--- src/rtl/pipe_hazard_ctrl.sv ---
// pipe_hazard_ctrl: hazard/stall controller for an N-stage in-order pipeline.
// Drives PC and per-latch enable/flush controls and keeps saturating performance counters.
module pipe_hazard_ctrl #(
   parameter int NSTAGES  = 5,
   parameter int BR_STAGE = 2,
   parameter int LOAD_LAT = 1,
   parameter int REGW     = 5,
   parameter int CNTW     = 16
) (
   input  logic                CLK,
   input  logic                nRST,
   input  logic                ihit,
   input  logic                dhit,
   input  logic                mem_dren,
   input  logic                mem_dwen,
   input  logic                ex_dren,
   input  logic [REGW-1:0]     ex_wsel,
   input  logic [REGW-1:0]     id_rs,
   input  logic [REGW-1:0]     id_rt,
   input  logic                id_uses_rt,
   input  logic                redirect,
   input  logic                wb_halt,
   output logic                pc_en,
   output logic [NSTAGES-2:0]  latch_en,
   output logic [NSTAGES-2:0]  latch_flush,
   output logic                halted,
   output logic [CNTW-1:0]     stall_cnt,
   output logic [CNTW-1:0]     flush_cnt
);
   localparam int NL = NSTAGES - 1;
   localparam logic [NL-1:0] ALL      = '1;
   localparam logic [NL-1:0] BR_MASK  = ALL >> (NL - BR_STAGE);
   localparam logic [NL-1:0] LU_EN    = ALL ^ NL'(1);
   localparam logic [NL-1:0] LU_FLUSH = NL'(2);
   localparam logic [NL-1:0] IF_FLUSH = NL'(1);

   typedef enum logic [1:0] {RUN, LDUSE, HALT} state_t;

   state_t     state;
   logic [3:0] rem;
   logic       dfreeze;
   logic       lu_hit;
   logic       lu_act;
   logic       blocked;

   // load-use bubbles stay in force while LDUSE, independent of the current EX/ID pair
   always_comb begin
      dfreeze     = (mem_dren | mem_dwen) & ~dhit;
      lu_hit      = ex_dren && ex_wsel != '0 &&
                    (ex_wsel == id_rs || (id_uses_rt && ex_wsel == id_rt));
      lu_act      = state == LDUSE || lu_hit;
      blocked     = !nRST || state == HALT || dfreeze;
      pc_en       = blocked ? 1'b0 : redirect ? 1'b1 : lu_act ? 1'b0 : ihit;
      latch_en    = blocked ? '0 : (lu_act && !redirect) ? LU_EN : ALL;
      latch_flush = blocked ? '0 : redirect ? BR_MASK : lu_act ? LU_FLUSH :
                    !ihit ? IF_FLUSH : '0;
      halted      = nRST && state == HALT;
   end

   always_ff @(posedge CLK or negedge nRST) begin
      if (!nRST) begin
         state     <= RUN;
         rem       <= '0;
         stall_cnt <= '0;
         flush_cnt <= '0;
      end else if (state != HALT) begin
         if (!pc_en && stall_cnt != '1)
            stall_cnt <= stall_cnt + CNTW'(1);
         if (!dfreeze) begin
            if (redirect && flush_cnt != '1)
               flush_cnt <= flush_cnt + CNTW'(1);
            if (wb_halt) begin
               state <= HALT;
               rem   <= '0;
            end else if (redirect) begin
               state <= RUN;
               rem   <= '0;
            end else if (state == LDUSE) begin
               rem <= rem - 4'd1;
               if (rem == 4'd1)
                  state <= RUN;
            end else if (lu_hit && LOAD_LAT > 1) begin
               state <= LDUSE;
               rem   <= 4'(LOAD_LAT - 1);
            end
         end
      end
   end
endmodule

--- config.mk ---
export PLATFORM = sky130hd
export DESIGN_NAME = pipe_hazard_ctrl
export DESIGN_NICKNAME = d
export VERILOG_FILES = /design/src/rtl/pipe_hazard_ctrl.sv
export SDC_FILE = /design/constraint.sdc
export NUM_CORES = 1
export LEC_CHECK = 0
export ABC_CLOCK_PERIOD_IN_PS = 2100
export CORE_MARGIN = 2
export CORE_UTILIZATION = 33
export CTS_BUF_LIST = sky130_fd_sc_hd__clkbuf_16
export CTS_CLUSTER_DIAMETER = 60
export DETAILED_ROUTE_END_ITERATION = 8
export PLACE_DENSITY = 0.71
export REMOVE_ABC_BUFFERS = 1
export SLEW_MARGIN = 20
export SYNTH_ARGS = -nofsm -noshare
export SYNTH_HDL_FRONTEND = slang
export SYNTH_SLANG_ARGS = --single-unit
export TNS_END_PERCENT = 5
--- constraint.sdc ---
create_clock -name CLK -period 2.1 [get_ports CLK]
set_input_delay 0.21 -clock CLK [delete_from_list [all_inputs] [get_ports CLK]]
set_output_delay 0.21 -clock CLK [all_outputs]
set_load 0.01 [all_outputs]
==> results by group <==
Worst hold path
  – Hold Path Class: in -> async

Synthesis
  – Leading area contributor after synthesis: dfrtp_1
  – Most common cell in the netlist: dfrtp_1
  – Register area share after synthesis: 47.6%
  – Synth top area cells: dfrtp_1, xnor2_1, xor2_1
  – Syn avg cell area: ~10 um^2
  – Synth cell count leaders: dfrtp_1, xnor2_1, nand2_1
  – Syn Std Cell Area: between 1500 and 2000 um^2
  – Top_reg_cell synth: dfrtp_1
  – Post-Synthesis Cells: 166
  – Yosys warns: 0
  – Netlist cell types: 32
  – EDFF count, synth: 0
  – Register bit total from synthesis: 33
  – Post-synth top area share: a little under half
  – FFs w/ async S/R, synth: 100%

Placed design
  – Final HPWL DP: 3050 um
  – Gpl congestion: roughly 0.71
  – Dpl cells: about 310
  – DP Area: roughly 2600 um^2
  – Port Buf Inserts: 64

Drt
  – # DRC: 0
  – Via count: ~1,500
  – Via density per instance: 4.64
  – Drt total wl: between 4000 and 5000 um
  – Detailed Route Iter0 Violations: slightly below 50
  – Pre-antenna DRT Iters: 3
  – Post-route ant nets: 0
  – Routed wire per std cell: approximately 12 um

Power and ir drop
  – Pleak: between 0.001 and 0.0015 uW
  – Power Density: 605 nW/um^2
  – Peak VDD IR: around 0.36 mV

Worst setup path
  – Required @ worst endpoint: roughly 1.9 ns
  – Crit path DAT: approximately 1.8 ns
  – Worst Setup Start Kind: primary input
  – Worst reg2reg path depth: 9
  – Setup CP Type: in -> out
  – Critical path fanouts, max: 3
  – Reg-to-Reg End: stall_cnt[0]
  – Worst r2r src: stall_cnt[8]
  – CP endpoint kind: primary output
  – Reg2reg setup slack: 0.10 ns

Die
  – IO Pins: 67
  – Die ar.: about 5900 um^2
  – Core box area: approximately 5100 um^2
  – Rows: 26
  – Die Height: around 77 um
  – Starting Density: between 30 and 40%
  – Die Width: roughly 77 um

Outcome
  – Status: complete, no violations

CTS
  – CTS tree: built
  – Post-CTS Hold Fix Bufs: 0
  – Clk pin slew, worst setup/hold paths: ~0.05 ns
  – CTS max path bufs: 2
  – Clk sinks: 33
  – Root Driver: clkbuf_16
  – H-tree levels: 2
  – Num CTS Buffers: 5
  – Latest clock arrival within the worst-skew pair: about 0.27 ns

GRT
  – Tot GR Track Use: 15.1%
  – Initial antenna violation count: 0
  – Largest net degree at the start of global routing: 23
  – Number of global-route vias before repair: 1,583
  – Global-route wire length before repair: 7160 um
  – Overflow after GRT: 0

Finish
  – Multi-input gate area: just over 900 um^2
  – Layout area overhead: 65.2%
  – Final instance area: 2870 um^2
  – Filler cell count: between 400 and 500
  – Layout Cells excl Fill: 330
  – Nets: 286
  – Fraction of layout instances using a drive strength above 1: 23.8%
  – ANT cells: 0
  – FF/Latch Area: ~830 um^2

STA
  – Final setup vio count: 0
  – Final Hold Fails: 0
  – Final worst-path cycle share: about 97%
  – RSZ-0062 raised after global routing: true
  – Post-layout min period: between 2 and 2.5 ns
  – Fmax: 490 MHz
  – Clk_skew: roughly 0.0014 ns
  – Final slew viol count: 0

Job
  – Max Cap Viol: 0
-- layout by cell type (no fill, tap or decap), types with 3 or more instances in the layout --
cell type / count
a21oi_1: 3
buf_4: 22
buf_6: 6
clkbuf_16: 5
clkdlybuf4s15_1: 3
clkdlybuf4s50_1: 43
dfrtp_1: 33
dlygate4sd2_1: 11
inv_1: 4
nand2_1: 14
nand3_1: 9
nand4_1: 10
nor2_1: 7
nor3_1: 4
xnor2_1: 25
xor2_1: 14
-- stage by stage --
stage	total power, uW	setup slack [ns]	utilization (%)	setup TNS (ns)	hold WS, ns
floorplan	833	0.0246	-	0	-0.0856
global placement	1030	-0.516	50.5	-6.59	0.476
detailed placement	1040	-0.548	50.5	-6.93	0.489
CTS	1730	-0.0186	55.7	-0.0429	0.343
global route	1810	-0.0283	56.5	-0.0921	0.409
finish	1730	0.0593	56.5	0	0.357
-- sequential cells by signal, summed over array words and instances, names as in the netlist --
register   cells
flush_cnt     16
stall_cnt     16
state          1
-- cells by family after synthesis --
family / share of synthesized area, %
flops: 47.6
xor+xnor: 20.2
buf+inv: 5.19
mux: 1.30
compound gates: 3.53
fa+ha+maj: 1.44
simple gates: 20.5
other cells: 0.216
-- power breakdown --
| group | internal (uW) | leakage (uW) | switching, uW |
|---|---|---|---|
| Clock | 428 | 0.0000687 | 248 |
| Sequential | 678 | 0.000448 | 46.8 |
| Combinational | 200 | 0.000765 | 133 |
-- worst max-delay path, cell delays in order --
cell	delay (ns)
clkdlybuf4s15_1	0.21
or4_1	0.49
o21ai_2	0.16
or2_4	0.15
nor2_2	0.03
nor2_1	0.15
a21boi_2	0.19
clkdlybuf4s15_2	0.23
-- repair_timing --
action,4_1_cts,5_1_grt
pin swaps,12,14
buffers inserted,7,2
endpoints found under the setup margin,19,20
gates resized for setup,46,21
cloned,1,0
-- worst max-delay path by stage --
stage | from | endpoint | slack (ns)
detailed placement | ex_wsel[2] | latch_flush[0] | -0.55
finish | ex_wsel[3] | latch_flush[0] | 0.06
global route | ex_wsel[3] | latch_flush[0] | -0.03
CTS | id_rs[3] | stall_cnt[0] | -0.02
global placement | ex_wsel[2] | latch_flush[0] | -0.52
floorplan | stall_cnt[0] | stall_cnt[4] | 0.02
-- layout make-up --
cell class,count,share of cell area [%]
clock buffer,5,4.36
clock inverter,3,0.436
inverter,4,0.524
multi-input combinational,122,32.1
sequential,33,28.8
tap,70,3.05
timing repair buffer,93,30.7
-- metal layers --
| layer | global-route usage (%) | part of all wire [%] | vias to the layer above |
|---|---|---|---|
| met2 | 25.8 | 50 | 49 |
| met4 | 6.91 | 1.4 | 0 |
| li1 | - | - | 750 |
| met3 | 3.55 | 5.6 | 4 |
| met5 | 0 | 0 | - |
| met1 | 18.0 | 43 | 728 |
Power figures use the tool's default switching activity.
